[src/rtl/b16_dbg_pkg.sv]
// Shared types and constants for the b16 UART debug link.
// Holds the command-byte layout and the FSM state encodings.
package b16_dbg_pkg;

  typedef enum logic [2:0] {
    ST_IDLE,
    ST_GETHI,
    ST_GETLO,
    ST_ACCESS,
    ST_TXHI,
    ST_TXLO,
    ST_TXACK
  } dbg_state_e;

  typedef enum logic [1:0] {
    RX_IDLE,
    RX_START,
    RX_DATA,
    RX_STOP
  } rx_state_e;

  localparam int unsigned CMD_WR_BIT = 7;
  localparam int unsigned CMD_REG_HI = 2;
  localparam int unsigned CMD_REG_LO = 0;
  localparam logic [7:0]  ACK_DEFAULT = 8'h06;

  function automatic logic [15:0] dbg_addr(input logic [11:0] base, input logic [2:0] rsel);
    return {base, rsel, 1'b0};
  endfunction

endpackage

[src/rtl/b16_dbg_uart_if.sv]
// Debugger register-window bus between the UART link (master) and the b16 core (slave).
// r and w are single-cycle strobes; rdata must be valid combinationally in the cycle r=1.
interface b16_dbg_uart_if;
  logic [15:0] addr;
  logic [15:0] data;
  logic [15:0] rdata;
  logic        r;
  logic [1:0]  w;

  modport master (output addr, output data, output r, output w, input rdata);
  modport slave  (input addr, input data, input r, input w, output rdata);
endinterface

[src/rtl/b16_uart_rx.sv]
// 8N1 UART receiver: 2-flop synchronizer, glitch-filtered start detect, mid-bit sampling.
// Good bytes appear as a one-cycle valid pulse; a low stop bit gives a one-cycle ferr pulse.
module b16_uart_rx
  import b16_dbg_pkg::*;
#(
  parameter int unsigned CLKDIV = 434
) (
  input  logic      clk,
  input  logic      reset,
  input  logic      rxd_i,
  output logic [7:0] data_o,
  output logic      valid_o,
  output logic      ferr_o,
  output rx_state_e state_o
);

  localparam logic [15:0] DIV_M1  = 16'(CLKDIV - 1);
  localparam logic [15:0] HALF_M1 = 16'((CLKDIV / 2) - 1);

  rx_state_e   state_q;
  logic        sync1_q, sync2_q, prev_q;
  logic [15:0] cnt_q;
  logic [2:0]  bit_q;
  logic [7:0]  shift_q;
  logic        valid_q, ferr_q;

  always_ff @(posedge clk or negedge reset) begin
    if (!reset) begin
      sync1_q <= 1'b1;
      sync2_q <= 1'b1;
      prev_q  <= 1'b1;
      state_q <= RX_IDLE;
      cnt_q   <= '0;
      bit_q   <= '0;
      shift_q <= '0;
      valid_q <= 1'b0;
      ferr_q  <= 1'b0;
    end else begin
      sync1_q <= rxd_i;
      sync2_q <= sync1_q;
      prev_q  <= sync2_q;
      valid_q <= 1'b0;
      ferr_q  <= 1'b0;
      case (state_q)
        RX_IDLE: begin
          if (prev_q && !sync2_q) begin
            state_q <= RX_START;
            cnt_q   <= '0;
          end
        end
        RX_START: begin
          // Line back high at mid start bit means the edge was a glitch.
          if (cnt_q == HALF_M1) begin
            cnt_q   <= '0;
            bit_q   <= '0;
            state_q <= sync2_q ? RX_IDLE : RX_DATA;
          end else begin
            cnt_q <= cnt_q + 16'd1;
          end
        end
        RX_DATA: begin
          if (cnt_q == DIV_M1) begin
            cnt_q   <= '0;
            shift_q <= {sync2_q, shift_q[7:1]};
            bit_q   <= bit_q + 3'd1;
            if (bit_q == 3'd7) state_q <= RX_STOP;
          end else begin
            cnt_q <= cnt_q + 16'd1;
          end
        end
        RX_STOP: begin
          if (cnt_q == DIV_M1) begin
            cnt_q   <= '0;
            state_q <= RX_IDLE;
            if (sync2_q) valid_q <= 1'b1;
            else         ferr_q  <= 1'b1;
          end else begin
            cnt_q <= cnt_q + 16'd1;
          end
        end
        default: state_q <= RX_IDLE;
      endcase
    end
  end

  assign data_o  = shift_q;
  assign valid_o = valid_q;
  assign ferr_o  = ferr_q;
  assign state_o = state_q;

endmodule

[src/rtl/b16_dbg_uart.sv]
// UART host link driving the b16 debugger register window: command decode,
// one-cycle register access and the 8N1 response transmitter.
module b16_dbg_uart
  import b16_dbg_pkg::*;
#(
  parameter int unsigned CLKDIV  = 434,
  parameter logic [11:0] DBGADDR = 12'hFFE,
  parameter logic [7:0]  ACK     = ACK_DEFAULT
) (
  input  logic       clk,
  input  logic       reset,
  input  logic       rxd,
  output logic       txd,
  output logic       busy,
  output dbg_state_e state_o,
  output rx_state_e  rx_state_o,
  b16_dbg_uart_if.master bus
);

  localparam logic [15:0] DIV_M1 = 16'(CLKDIV - 1);

  logic [7:0] rx_data;
  logic       rx_valid, rx_ferr;

  b16_uart_rx #(.CLKDIV(CLKDIV)) u_rx (
    .clk     (clk),
    .reset   (reset),
    .rxd_i   (rxd),
    .data_o  (rx_data),
    .valid_o (rx_valid),
    .ferr_o  (rx_ferr),
    .state_o (rx_state_o)
  );

  dbg_state_e  state_q;
  logic [15:0] addr_q, data_q;
  logic        r_q;
  logic [1:0]  w_q;
  logic [2:0]  reg_q;
  logic        txd_q;
  logic [8:0]  tx_sh_q;
  logic [7:0]  tx_lo_q;
  logic [15:0] tx_cnt_q;
  logic [3:0]  tx_bit_q;

  always_ff @(posedge clk or negedge reset) begin
    if (!reset) begin
      state_q  <= ST_IDLE;
      addr_q   <= '0;
      data_q   <= '0;
      r_q      <= 1'b0;
      w_q      <= 2'b00;
      reg_q    <= '0;
      txd_q    <= 1'b1;
      tx_sh_q  <= '1;
      tx_lo_q  <= '0;
      tx_cnt_q <= '0;
      tx_bit_q <= '0;
    end else begin
      r_q <= 1'b0;
      w_q <= 2'b00;
      case (state_q)
        ST_IDLE: begin
          if (rx_valid) begin
            reg_q <= rx_data[CMD_REG_HI:CMD_REG_LO];
            if (rx_data[CMD_WR_BIT]) begin
              state_q <= ST_GETHI;
            end else begin
              addr_q  <= dbg_addr(DBGADDR, rx_data[CMD_REG_HI:CMD_REG_LO]);
              r_q     <= 1'b1;
              state_q <= ST_ACCESS;
            end
          end
        end
        ST_GETHI: begin
          if (rx_ferr) begin
            state_q <= ST_IDLE;
          end else if (rx_valid) begin
            data_q[15:8] <= rx_data;
            state_q      <= ST_GETLO;
          end
        end
        ST_GETLO: begin
          if (rx_ferr) begin
            state_q <= ST_IDLE;
          end else if (rx_valid) begin
            data_q[7:0] <= rx_data;
            addr_q      <= dbg_addr(DBGADDR, reg_q);
            w_q         <= 2'b11;
            state_q     <= ST_ACCESS;
          end
        end
        ST_ACCESS: begin
          // Strobes are live this cycle; rdata is captured straight into the TX frame.
          tx_cnt_q <= '0;
          tx_bit_q <= '0;
          txd_q    <= 1'b0;
          if (w_q == 2'b11) begin
            tx_sh_q <= {1'b1, ACK};
            state_q <= ST_TXACK;
          end else begin
            tx_sh_q <= {1'b1, bus.rdata[15:8]};
            tx_lo_q <= bus.rdata[7:0];
            state_q <= ST_TXHI;
          end
        end
        ST_TXHI, ST_TXLO, ST_TXACK: begin
          if (tx_cnt_q == DIV_M1) begin
            tx_cnt_q <= '0;
            if (tx_bit_q == 4'd9) begin
              tx_bit_q <= '0;
              if (state_q == ST_TXHI) begin
                txd_q   <= 1'b0;
                tx_sh_q <= {1'b1, tx_lo_q};
                state_q <= ST_TXLO;
              end else begin
                txd_q   <= 1'b1;
                state_q <= ST_IDLE;
              end
            end else begin
              txd_q    <= tx_sh_q[0];
              tx_sh_q  <= {1'b1, tx_sh_q[8:1]};
              tx_bit_q <= tx_bit_q + 4'd1;
            end
          end else begin
            tx_cnt_q <= tx_cnt_q + 16'd1;
          end
        end
        default: state_q <= ST_IDLE;
      endcase
    end
  end

  assign bus.addr = addr_q;
  assign bus.data = data_q;
  assign bus.r    = r_q;
  assign bus.w    = w_q;
  assign txd      = txd_q;
  assign busy     = (state_q != ST_IDLE);
  assign state_o  = state_q;

endmodule

[src/flat_wrapper.sv]
// flat-port wrapper written by rule: the top's interface ports become plain ports
module b16_dbg_uart_flat import b16_dbg_pkg::*;
#(
  parameter int unsigned CLKDIV  = 434,
  parameter logic [11:0] DBGADDR = 12'hFFE,
  parameter logic [7:0]  ACK     = ACK_DEFAULT
)
  (clk, reset, rxd, txd, busy, state_o, rx_state_o, bus_addr, bus_data, bus_r, bus_w, bus_rdata);
  b16_dbg_uart_if bus_i ();
  input  logic clk;
  input  logic reset;
  input  logic rxd;
  output logic txd;
  output logic busy;
  output dbg_state_e state_o;
  output rx_state_e rx_state_o;
  output wire logic [$bits(bus_i.addr)-1:0] bus_addr;
  output wire logic [$bits(bus_i.data)-1:0] bus_data;
  output wire logic [$bits(bus_i.r)-1:0] bus_r;
  output wire logic [$bits(bus_i.w)-1:0] bus_w;
  input wire logic [$bits(bus_i.rdata)-1:0] bus_rdata;
  assign bus_addr = bus_i.addr;
  assign bus_data = bus_i.data;
  assign bus_r = bus_i.r;
  assign bus_w = bus_i.w;
  assign bus_i.rdata = bus_rdata;
  b16_dbg_uart #(.CLKDIV(CLKDIV), .DBGADDR(DBGADDR), .ACK(ACK)) u_core (.clk(clk), .reset(reset), .rxd(rxd), .txd(txd), .busy(busy), .state_o(state_o), .rx_state_o(rx_state_o), .bus(bus_i));
endmodule
[config.mk]
export PLATFORM = sky130hd
export DESIGN_NAME = b16_dbg_uart_flat
export DESIGN_NICKNAME = d
export VERILOG_FILES = /design/src/rtl/b16_dbg_pkg.sv /design/src/rtl/b16_dbg_uart_if.sv /design/src/rtl/b16_uart_rx.sv /design/src/rtl/b16_dbg_uart.sv /design/src/flat_wrapper.sv
export SDC_FILE = /design/constraint.sdc
export NUM_CORES = 1
export LEC_CHECK = 0
export ABC_AREA = 1
export CAP_MARGIN = 20
export CORE_MARGIN = 5
export CORE_UTILIZATION = 40
export DETAILED_ROUTE_END_ITERATION = 8
export GPL_TIMING_DRIVEN = 1
export PLACE_DENSITY_LB_ADDON = 0.08
export RECOVER_POWER = 100
export REMOVE_ABC_BUFFERS = 1
export SLEW_MARGIN = 20
export SYNTH_ARGS = -nofsm -noshare
export SYNTH_HDL_FRONTEND = slang
export SYNTH_SLANG_ARGS = --single-unit
[constraint.sdc]
create_clock -name clk -period 3.29 [get_ports clk]
set_input_delay 0.987 -clock clk [delete_from_list [all_inputs] [get_ports clk]]
set_output_delay 0.987 -clock clk [all_outputs]
set_load 0.02 [all_outputs]
==> impl_results.md <==
- Status: finished with violations
- Failing checks: capacitance limit, slew limit
- Area fraction of the dominant cell type after synthesis: 43.2%
- DR vias: 3958
- Critical Path RT: 2300 ps
- Clock Root Buffer: clkbuf_16
- Final Hold Vio Count: 0
- Syn avg cell area: 8.44 µm²
- Initial antenna violation count: 0
- FF+latch count, synth: 99
- Final count of negative-setup-slack endpoints: 0
- Synth area leader: dfrtp_1
- Place WS: 889 ps
- # hold bufs at CTS: 0
- Post-Synth Adder-Cell Area: 2.23%
- Clock slew at reported path FFs: 70 ps
- Max-cap viol count: 1
- DRT iter0 DRCs: 222
- Largest family of logic cells by synthesized area: simple AND/OR/NAND/NOR gates
- Die Ht: 122 µm
- Die area: 15000 µm²
- Hold Crit Start: u_core.u_rx.sync1_q
- Post-Synth XOR/XNOR Area: 2.78%
- Met1 WL: 5120 µm
- Area Growth Syn to Fin: 17.4%
- Final period util: 88.2%
- Unique cell type count in the Yosys netlist: 41
- Routed wire per std cell: 13.2 µm
- Core area: 12500 µm²
- Uppermost routed layer: met4
- Compound-cell area share of the yosys netlist: 10.5%
- Total wire length: 10900 µm
- Multiplexer area fraction after synthesis: 1.79%
- Syn Inst Count: 598
- Die W: 122 µm
- CP Max Fanout: 5
- Slew Limit Headroom: -30.0%
- TritonCTS clock tree: done
- Pre-Repair DR Iteration Count: 4
- Vias in the first global route: 3903
- Yosys warns: 0
- Worst min path class: reg -> reg
- WHS: 355 ps
- Crit path launch type: register
- Final #Nets: 676
- CTS Buffer Depth: 2
- Post-CTS setup buffer count: 0
- Most common cell after layout, fill and taps aside: nand2_1
- Sequential element share of the synthesized area: 49.4%
- Syn Std Cell Area: 5040 µm²
- Io pins: 61
- Fmax: 0.344 GHz
- H-tree Lvls: 3
- PD cells: 458 nW/µm²
- Tmin final: 2900 ps
- Worst R2R Setup Slack: 990 ps
- Crit path DAT: 1920 ps
- Grt ovf: 0
- ANT nets after route: 0
- Worst-skew pair later-pin latency: 350 ps
- CP startpoint: u_core.state_o[1]
- Share of cells above drive strength 1: 8.88%
- Pleak: 2.83 nW
- N_diodes: 0
- Met3 wire len: 457 µm
- Final WS setup: 387 ps
- Worst-Margin Slew: 1950 ps
- Worst clock skew: 9.48 ps
- Largest net degree at the start of global routing: 47
- Total global-route track usage: 15.7%
- Final setup TNS: 0 ps
- Met2 WL: 5210 µm
- CP endpoint kind: output pin
- Total power: 0.00271 W
- Area contributors post-synth: dfrtp_1 43%, nand2_1 11%, dfstp_2 6.3%
- Simple-Gate Fraction of Synth Area: 24.5%
- Global placer's final weighted congestion: 0.828
- DRC viols: 0
- Peak VDD IR: 0.000322 V
- CTS buffer count: 9
- Post_cts resized: 0
- Initial cell density of the core: 40.3%
- Reg-to-reg startpoint: u_core.state_o[0]
- RSZ-0062 raised after global routing: no
- Commonest cells after routing, fill and taps aside: 155 x nand2_1, 87 x dfrtp_1, 64 x inv_1, 63 x o21ai_0, 50 x nor2_1
- Post-DP HPWL: 7860 µm
- Vias per cell: 4.80
- # port buffers: 58
- FP Rows: 41
- First-pass GRT wire length: 18800 µm
- CP Class: reg -> out
- Clock Sinks: 99
- Slew Viols, Final: 35
per-stage QoR:
| stage | utilization (%) | instances | cell area [µm²] |
|---|---|---|---|
| after floorplan | - | 576 | 4870 |
| after global placement | 45.5 | 809 | 5690 |
| after detailed placement | 45.5 | 809 | 5690 |
| after CTS | 47.7 | 825 | 5980 |
| after global routing | 47.3 | 825 | 5920 |
| final | 47.3 | 825 | 5920 |
sequential cells by signal, indices dropped and copies added, names as in the netlist, 3 cells and up, named ones only:
signal / flops
u_core.reg_q: 3
u_core.tx_bit_q: 4
u_core.u_rx.bit_q: 3
u_core.state_o: 3
u_core.tx_cnt_q: 16
u_core.tx_lo_q: 8
u_core.bus.data: 16
u_core.bus.addr: 4
u_core.u_rx.cnt_q: 16
u_core.tx_sh_q: 8
u_core.u_rx.data_o: 8
critical path: stages (launching register included):
cell and delay [ps]:
dfrtp_1 420, inv_1 140, nand2_1 80, nor2_1 190, inv_1 90, dlygate4sd3_1 650
routing by layer:
metal,up-vias,track usage [%]
li1,2007,-
met1,1880,20.6
met2,62,25.5
met3,9,4.61
met4,0,4.13
met5,-,0
report_power, final:
part	switching [W]	internal, W	total [W]
sequential	0.0000527	0.00126	0.00131
clock	0.000505	0.000526	0.00103
combinational	0.000241	0.000129	0.000370
total	0.000799	0.00191	0.00271
area by class of cell:
cell class,count,area [µm²]
Sequential cell,99,2490
Clock buffer,9,225
Timing Repair Buffer,61,603
Inverter,68,255
Clock inverter,7,56.3
Multi-Input combinational cell,409,2070
Tap cell,172,215
Fill cell,1287,6600
cell usage after synthesis:
| cell type | number |
|---|---|
| nand2_1 | 153 |
| dfrtp_1 | 87 |
| o21ai_0 | 63 |
| inv_1 | 59 |
| nor2_1 | 46 |
| nand3_1 | 43 |
| a21oi_1 | 16 |
| buf_4 | 15 |
| dfstp_2 | 12 |
| xor2_1 | 11 |
| ha_1 | 9 |
| inv_2 | 9 |
| mux2_2 | 8 |
| nand4_1 | 8 |
| nor2_2 | 6 |
| buf_6 | 5 |
| nand2_2 | 5 |
| o22ai_1 | 5 |
| xnor2_1 | 5 |
| nor2_4 | 3 |
| o21ai_1 | 3 |
| a21oi_2 | 2 |
| buf_2 | 2 |
| nand3_2 | 2 |
| nand3b_1 | 2 |
| nor2_8 | 2 |
| nor3_1 | 2 |
| o21ai_2 | 2 |
| a31o_2 | 1 |
| a31oi_1 | 1 |
| and2_1 | 1 |
| and2_4 | 1 |
| clkbuf_1 | 1 |
| conb_1 | 1 |
| nor3_2 | 1 |
| o211ai_1 | 1 |
| o21a_1 | 1 |
| o21ai_4 | 1 |
| o21bai_1 | 1 |
| or2_1 | 1 |
| or2_2 | 1 |
final timing paths:
check,cells after the start,to
max in group asynchronous,2,u_core.u_rx.cnt_q[3]
hold / removal,0,u_core.u_rx.sync2_q
min in group asynchronous,1,u_core.tx_bit_q[1]
setup reg to reg,9,u_core.tx_bit_q[0]
hold reg to reg,0,u_core.u_rx.sync2_q
setup / recovery,5,busy
cells by family (layout without fill, tap and decap cells):
family | Yosys count | after routing
compound gates | 97 | 97
xor+xnor | 16 | 16
fa+ha+maj | 9 | 9
buf+inv | 91 | 145
flops | 99 | 99
mux | 8 | 8
other cells | 1 | 2
simple gates | 277 | 277
Note: power is estimated with default switching activity, not from simulation.
